<file path="src/rtl/vid_pkg.sv">
// Shared video timing constants and colour-bar table.
// 720p30 defaults plus the stage-1 pipeline bundle.
package vid_pkg;

  localparam int H_ACTIVE_720 = 1280;
  localparam int H_FP_720     = 1760;
  localparam int H_SYNC_720   = 40;
  localparam int H_BP_720     = 220;
  localparam int V_ACTIVE_720 = 720;
  localparam int V_FP_720     = 5;
  localparam int V_SYNC_720   = 5;
  localparam int V_BP_720     = 20;

  localparam int BAR_W = 160;

  typedef struct packed {
    logic       de;
    logic       hs;
    logic       vs;
    logic       mode;
    logic [2:0] bar;
  } pix_s1_t;

  function automatic logic [23:0] bar_rgb(
    input logic [2:0] idx
  );
    logic [23:0] c;
    c = 24'h000000;
    unique case (idx)
      3'd0: c = 24'hFFFFFF;
      3'd1: c = 24'hFFFF00;
      3'd2: c = 24'h00FFFF;
      3'd3: c = 24'h00FF00;
      3'd4: c = 24'hFF00FF;
      3'd5: c = 24'hFF0000;
      3'd6: c = 24'h0000FF;
      3'd7: c = 24'h000000;
    endcase
    return c;
  endfunction

endpackage

</file>
<file path="src/rtl/vid_tcnt.sv">
// Horizontal/vertical pixel counters and sync decode.
// All outputs are stage 0 (same cycle as the counters).
module vid_tcnt
  import vid_pkg::*;
#(
  parameter int H_ACTIVE = H_ACTIVE_720,
  parameter int H_FP     = H_FP_720,
  parameter int H_SYNC   = H_SYNC_720,
  parameter int H_BP     = H_BP_720,
  parameter int V_ACTIVE = V_ACTIVE_720,
  parameter int V_FP     = V_FP_720,
  parameter int V_SYNC   = V_SYNC_720,
  parameter int V_BP     = V_BP_720,
  parameter bit HS_POL   = 1'b1,
  parameter bit VS_POL   = 1'b1,
  parameter int HW       = 12,
  parameter int VW       = 10
) (
  input  logic          pclk,
  input  logic          rst_n,
  output logic [HW-1:0] h_cnt,
  output logic [VW-1:0] v_cnt,
  output logic          act,
  output logic          v_act,
  output logic          hs,
  output logic          vs,
  output logic          frame_wrap
);

  localparam int H_TOTAL = H_ACTIVE + H_FP + H_SYNC + H_BP;
  localparam int V_TOTAL = V_ACTIVE + V_FP + V_SYNC + V_BP;

  localparam logic [HW-1:0] H_LAST = HW'(H_TOTAL - 1);
  localparam logic [HW-1:0] H_ACT  = HW'(H_ACTIVE);
  localparam logic [HW-1:0] HS_BEG = HW'(H_ACTIVE + H_FP);
  localparam logic [HW-1:0] HS_END = HW'(H_ACTIVE + H_FP + H_SYNC);
  localparam logic [VW-1:0] V_LAST = VW'(V_TOTAL - 1);
  localparam logic [VW-1:0] V_ACT  = VW'(V_ACTIVE);
  localparam logic [VW-1:0] VS_BEG = VW'(V_ACTIVE + V_FP);
  localparam logic [VW-1:0] VS_END = VW'(V_ACTIVE + V_FP + V_SYNC);

  logic h_wrap;
  logic v_wrap;
  logic hs_on;
  logic vs_on;

  assign h_wrap = (h_cnt == H_LAST);
  assign v_wrap = (v_cnt == V_LAST);

  // Raster scan: h wraps each line, v advances on the h wrap.
  always_ff @(posedge pclk or negedge rst_n) begin
    if (!rst_n) begin
      h_cnt <= '0;
      v_cnt <= '0;
    end else if (h_wrap) begin
      h_cnt <= '0;
      v_cnt <= v_wrap ? '0 : v_cnt + VW'(1);
    end else begin
      h_cnt <= h_cnt + HW'(1);
    end
  end

  assign hs_on = (h_cnt >= HS_BEG) && (h_cnt < HS_END);
  assign vs_on = (v_cnt >= VS_BEG) && (v_cnt < VS_END);

  assign hs         = hs_on ? HS_POL : ~HS_POL;
  assign vs         = vs_on ? VS_POL : ~VS_POL;
  assign v_act      = (v_cnt < V_ACT);
  assign act        = (h_cnt < H_ACT) && v_act;
  assign frame_wrap = h_wrap && v_wrap;

endmodule

</file>
<file path="src/rtl/vid_timing_reader.sv">
// Video timing generator reading pixels from a frame-buffer FIFO.
// Stage 0 counters, stage 1 FIFO pop, stage 2 video out.
module vid_timing_reader
  import vid_pkg::*;
#(
  parameter int H_ACTIVE  = H_ACTIVE_720,
  parameter int H_FP      = H_FP_720,
  parameter int H_SYNC    = H_SYNC_720,
  parameter int H_BP      = H_BP_720,
  parameter int V_ACTIVE  = V_ACTIVE_720,
  parameter int V_FP      = V_FP_720,
  parameter int V_SYNC    = V_SYNC_720,
  parameter int V_BP      = V_BP_720,
  parameter bit HS_POL    = 1'b1,
  parameter bit VS_POL    = 1'b1,
  parameter int C_R_WIDTH = 32
) (
  input  logic                 rframe_pclk,
  input  logic                 rframe_reset_n,
  input  logic                 pattern_sel,
  output logic                 rframe_vsync,
  output logic                 rframe_data_en,
  input  logic [C_R_WIDTH-1:0] rframe_data,
  output logic                 vid_hs,
  output logic                 vid_vs,
  output logic                 vid_de,
  output logic [23:0]          vid_rgb,
  output logic [15:0]          frame_cnt
);

  localparam int HW = $clog2(H_ACTIVE + H_FP + H_SYNC + H_BP);
  localparam int VW = $clog2(V_ACTIVE + V_FP + V_SYNC + V_BP);

  logic [1:0]    rst_sync_q;
  logic          rst_n;
  logic [HW-1:0] h_cnt;
  logic [VW-1:0] v_cnt;
  logic          act;
  logic          v_act;
  logic          hs0;
  logic          vs0;
  logic          frame_wrap;
  logic          mode_q;
  logic          mode_s0;
  logic [HW-1:0] bdiv;
  logic [2:0]    bar_s0;
  pix_s1_t       s1;
  logic          mode_s2;
  logic [23:0]   bar_q;

  if (C_R_WIDTH > 24) begin : g_hi
    logic unused_hi;
    assign unused_hi = ^rframe_data[C_R_WIDTH-1:24];
  end

  // Asynchronous assert, two-flop synchronous release.
  always_ff @(posedge rframe_pclk or negedge rframe_reset_n) begin
    if (!rframe_reset_n) rst_sync_q <= 2'b00;
    else                 rst_sync_q <= {rst_sync_q[0], 1'b1};
  end

  assign rst_n = rst_sync_q[1];

  vid_tcnt #(
    .H_ACTIVE (H_ACTIVE),
    .H_FP     (H_FP),
    .H_SYNC   (H_SYNC),
    .H_BP     (H_BP),
    .V_ACTIVE (V_ACTIVE),
    .V_FP     (V_FP),
    .V_SYNC   (V_SYNC),
    .V_BP     (V_BP),
    .HS_POL   (HS_POL),
    .VS_POL   (VS_POL),
    .HW       (HW),
    .VW       (VW)
  ) u_tcnt (
    .pclk       (rframe_pclk),
    .rst_n      (rst_n),
    .h_cnt      (h_cnt),
    .v_cnt      (v_cnt),
    .act        (act),
    .v_act      (v_act),
    .hs         (hs0),
    .vs         (vs0),
    .frame_wrap (frame_wrap)
  );

  // The first pixel of a frame already obeys a newly sampled mode.
  assign mode_s0 = ((h_cnt == '0) && (v_cnt == '0)) ?
                   pattern_sel : mode_q;

  assign bdiv   = h_cnt / HW'(BAR_W);
  assign bar_s0 = (bdiv > HW'(7)) ? 3'd7 : bdiv[2:0];

  // Stage 1: latch mode, issue FIFO pop, carry timing forward.
  always_ff @(posedge rframe_pclk or negedge rst_n) begin
    if (!rst_n) begin
      mode_q         <= 1'b0;
      rframe_data_en <= 1'b0;
      rframe_vsync   <= 1'b0;
      s1 <= '{de: 1'b0, hs: ~HS_POL, vs: ~VS_POL,
              mode: 1'b0, bar: 3'd0};
    end else begin
      mode_q         <= mode_s0;
      rframe_data_en <= act & ~mode_s0;
      rframe_vsync   <= v_act;
      s1 <= '{de: act, hs: hs0, vs: vs0,
              mode: mode_s0, bar: bar_s0};
    end
  end

  // Stage 2: timing outputs line up with the FIFO read data.
  always_ff @(posedge rframe_pclk or negedge rst_n) begin
    if (!rst_n) begin
      vid_de  <= 1'b0;
      vid_hs  <= ~HS_POL;
      vid_vs  <= ~VS_POL;
      mode_s2 <= 1'b0;
      bar_q   <= 24'h000000;
    end else begin
      vid_de  <= s1.de;
      vid_hs  <= s1.hs;
      vid_vs  <= s1.vs;
      mode_s2 <= s1.mode;
      bar_q   <= bar_rgb(s1.bar);
    end
  end

  // Completed-frame counter, bumped on the last pixel of a frame.
  always_ff @(posedge rframe_pclk or negedge rst_n) begin
    if (!rst_n)          frame_cnt <= 16'd0;
    else if (frame_wrap) frame_cnt <= frame_cnt + 16'd1;
  end

  // Pixel mux: FIFO data arrives combinationally the cycle after the pop.
  always_comb begin
    vid_rgb = 24'h000000;
    if (vid_de) vid_rgb = mode_s2 ? bar_q : rframe_data[23:0];
  end

endmodule
</file>
<file path="config.mk">
export PLATFORM = sky130hd
export DESIGN_NAME = vid_timing_reader
export DESIGN_NICKNAME = d
export VERILOG_FILES = /design/src/rtl/vid_pkg.sv /design/src/rtl/vid_tcnt.sv /design/src/rtl/vid_timing_reader.sv
export SDC_FILE = /design/constraint.sdc
export NUM_CORES = 1
export LEC_CHECK = 0
export CAP_MARGIN = 40
export CORE_MARGIN = 2
export CORE_UTILIZATION = 44
export CTS_CLUSTER_DIAMETER = 40
export DETAILED_ROUTE_END_ITERATION = 10
export PLACE_DENSITY_LB_ADDON = 0.05
export SKIP_CTS_REPAIR_TIMING = 1
export SYNTH_ARGS = -nofsm -noshare
export SYNTH_HDL_FRONTEND = slang
export SYNTH_SLANG_ARGS = --single-unit
</file>
<file path="constraint.sdc">
create_clock -name rframe_pclk -period 1.6 [get_ports rframe_pclk]
set_input_delay 0.32 -clock rframe_pclk [delete_from_list [all_inputs] [get_ports rframe_pclk]]
set_output_delay 0.32 -clock rframe_pclk [all_outputs]
set_load 0.01 [all_outputs]
</file>
==> impl_metrics.py <==
metrics = {
    "clock_tree": {
        "numCtsBuffers": 5,
        "clkLatencyLatePin_ns": 0.30,
        "cts-root-buf": "clkbuf_8",
        "cts_tree": "done",
        "clk_pin_slew_ns": 0.10,
        "cts_sinks": 56,
        "clockBufferDepth": 2,
        "htreeDepth": 2,
    },
    "floorplan": {
        "io_pins": 80,
        "fp.coreArea_mm2": 0.00676,
        "initial_core_util_pct": 45.4,
        "die_w_um": 87.5,
        "fp.dieH_um": 87.5,
        "rows": 30,
        "dieArea_mm2": 0.00766,
    },
    "global_route": {
        "grt_pass1_wl_mm": 11.5,
        "grt_usage_pct": 18.6,
        "grt_max_degree": 55,
        "antenna_found_initial": 0,
        "grt_pass1_vias": 2535,
        "gr-total-overflow": 0,
    },
    "timing": {
        "min_period_over_period_pct": 134,
        "whs_ns": 0.174,
        "postLayoutSetupSlackWorst_ns": -0.544,
        "clock_skew_ns": 0.00966,
        "hold_viol_final": 0,
        "grt_setup_unrepaired": "yes",
        "finalCriticalPeriod_ns": 2.14,
        "fmax_mhz": 467,
        "drv_slew": 0,
        "setup_viol_count_final": 61,
    },
    "worst_setup_path": {
        "crit_buf_inv": 2,
        "slowest_stage": "or4_4",
        "cp_max_fo": 3,
        "critPathTopFamily": "simple AND/OR/NAND/NOR gates",
        "worst_ep_required_time_ns": 1.85,
        "arrival_ns": 2.39,
        "crit_path_max_incr_delay_ns": 0.55,
        "critPathKind": "flip-flop to flip-flop",
        "end_kind": "flip-flop",
        "cp-start-kind": "flip-flop",
        "crit_chain": "or4_4 -> or3_4 -> buf_4 -> buf_6 -> nor2_4 -> nand3_2 -> o21ai_2 -> a22o_1",
    },
    "route": {
        "wl_mm": 8.14,
        "antenna_left": 0,
        "drt_iter0_drc": 94,
        "vias": 2852,
        "drt-wirelength-per-cell_um": 14.8,
        "post_drt_via_cell_ratio": 5.19,
        "dr.pass1.iters": 4,
        "drc": 0,
    },
    "finish": {
        "area_growth_pct": 64.1,
        "nNetsFinal": 512,
        "drive_above_1_share_pct": 43.0,
        "fillCellCount": 454,
        "diodes": 0,
    },
    "status": {
        "status": "complete, but fails checks",
        "violations": "negative setup slack",
    },
    "logic_synthesis": {
        "netlist_instances": 319,
        "ys_seq_area_share_pct": 45.7,
        "ys.warnings.count": 0,
        "netlist_area_mm2": 0.00307,
        "ys_types": 48,
        "synth-main-ff-cell": "dfrtp_1",
        "ys_ff_latch": 56,
        "syn_avg_cell_area_um2": 9.62,
        "synth_edf_count": 0,
        "syn_nets": 361,
        "ys_async_sr_fraction_pct": 100,
    },
    "run": {
        "drv_cap": 0,
    },
    "pwr": {
        "vdd_drop_max_mv": 0.503,
        "powerDensity_mw_per_mm2": 524,
        "p_leak_nw": 2.56,
    },
    "placed_design": {
        "hpwlAfterDp_mm": 5.33,
        "portBuffers": 71,
        "dp_slack_ns": -0.619,
        "place.gp.congestion": 0.790,
    },
    "hold_path": {
        "min_path_type": "input pin to asynchronous set/reset pin",
    },
}
## synth_stat cells, types with 2 or more instances
cell type	n	area, um^2
inv_1	13	48.8
xor2_1	8	70.1
nand4_1	5	31.3
a22o_1	2	17.5
nor2_1	16	60.1
a211oi_1	2	15.0
nand3_1	11	55.1
a21boi_0	24	180
nor4b_1	2	17.5
and2_1	2	12.5
nand4b_1	3	26.3
and3_2	2	15.0
buf_6	2	22.5
or4_2	2	17.5
and3_1	6	37.5
dfrtp_1	56	1400
nand2b_1	27	169
nor3_1	7	35.0
clkbuf_1	11	41.3
and3b_1	2	17.5
o21a_1	2	15.0
xnor2_1	16	140
nand2_1	31	116
a31oi_1	3	18.8
mux2i_1	2	20.0
o21ai_0	25	125
a21oi_1	3	15.0
mux2_2	2	22.5
or3_1	5	31.3
ha_1	7	87.6
maj3_1	2	20.0
nor2b_1	2	12.5
## final timing paths
| kind | start | to | slack [ns] | cells past startpoint |
|---|---|---|---|---|
| max in group asynchronous | rst_sync_q[1]$_DFF_PN0_ | frame_cnt[3]$_DFFE_PN0P_ | 1.10 | 1 |
| worst min register to register | rst_sync_q[1]$_DFF_PN0_ | mode_s2$_DFF_PN0_ | 0.25 | 1 |
| worst max-delay path | u_tcnt.h_cnt[9]$_DFF_PN0_ | u_tcnt.v_cnt[9]$_DFFE_PN0N_ | -0.54 | 8 |
| min in group rframe_pclk | s1[6]$_DFF_PN0_ | vid_de$_DFF_PN0_ | 0.35 | 0 |
| worst min-delay path | rframe_reset_n | rst_sync_q[0]$_DFF_PN0_ | 0.17 | 1 |
| worst max register to register | u_tcnt.h_cnt[9]$_DFF_PN0_ | u_tcnt.v_cnt[9]$_DFFE_PN0N_ | -0.54 | 8 |
## final cells by class
type / count / area, um^2 / area share (%)
multi-input cells: 233 / 1950 / 38.8
repair buffers: 161 / 1420 / 28.2
flip-flops and latches: 56 / 1410 / 28.0
well taps: 80 / 100 / 1.99
clock buffers: 6 / 72.6 / 1.44
inverters: 13 / 48.8 / 0.969
clock inverters: 1 / 30.0 / 0.597
## logic make-up after synthesis
family | share of synthesized area, %
adder cells (fa/ha/maj) | 3.51
flip-flops | 45.7
multiplexers | 1.39
buffers and inverters | 4.69
AND/OR/NAND/NOR | 23.8
AO/OA/AOI/OAI | 13.9
XOR/XNOR | 6.85
other | 0.122
## through the flow
| stage | util (%) | TNS (ns) | std cells | cell area (um^2) | total power, mW |
|---|---|---|---|---|---|
| after CTS | 65.0 | -28.45 | 520 | 4390 | 2.60 |
| final | 74.5 | -15.86 | 550 | 5030 | 2.64 |
| after detailed placement | 63.5 | -20.72 | 513 | 4290 | 1.71 |
| after floorplan | - | -12.37 | 319 | 3110 | 1.54 |
| after global placement | 63.5 | -19.92 | 513 | 4290 | 1.71 |
| after global routing | 74.5 | -19.57 | 550 | 5030 | 2.74 |
## power by group
group | leakage, nW | internal [mW] | total (mW) | switching [mW]
combinational | 1.78 | 0.187 | 0.329 | 0.142
sequential | 0.723 | 1.42 | 1.43 | 0.00568
clock | 0.0513 | 0.459 | 0.880 | 0.421
total | 2.56 | 2.07 | 2.64 | 0.568
## state kept, by name, indices dropped and copies added, names as in the netlist, 2 cells and up
signal,cells
u_tcnt.h_cnt,12
bar_q,3
u_tcnt.v_cnt,10
frame_cnt,16
s1,7
rst_sync_q,2
## placed cells by master (no fill, tap or decap), types with 3 or more instances in the layout
cell type         n
nand4b_1          3
dfrtp_1          50
dfrtp_2           6
nand3_1          10
dlymetal6s2s_1   12
buf_2            23
or3_1             4
buf_6            26
clkdlybuf4s50_1  35
xor2_1            8
o21ai_2           3
o21ai_0          14
nand2b_4         21
a31oi_1           3
and3_1            6
buf_4            63
xnor2_1          13
inv_1            12
or4_4             3
nor3_1            5
nand2_4           4
a21boi_1         11
xnor2_2           3
nand4_1           5
o21ai_1           8
nor2_1           11
ha_1              7
nand2b_1          6
clkbuf_8          5
nand2_1          25
nor2_4            5
a21boi_2         12
nor3_4            3
## metal layers
metal | wire length (um) | GRT usage [%]
met5 | 0 | 0
met2 | 4040 | 30.9
met1 | 3580 | 25.2
met3 | 450 | 3.79
met4 | 72 | 4.20
## worst reg2reg max path: cells and delay by family, from the launching register on
| kind | cells | cell delay [ns] |
|---|---|---|
| compound gates | 2 | 0.27 |
| buf+inv | 2 | 0.27 |
| flops | 1 | 0.39 |
| simple gates | 4 | 1.15 |
(Power assumes the default switching activity.)
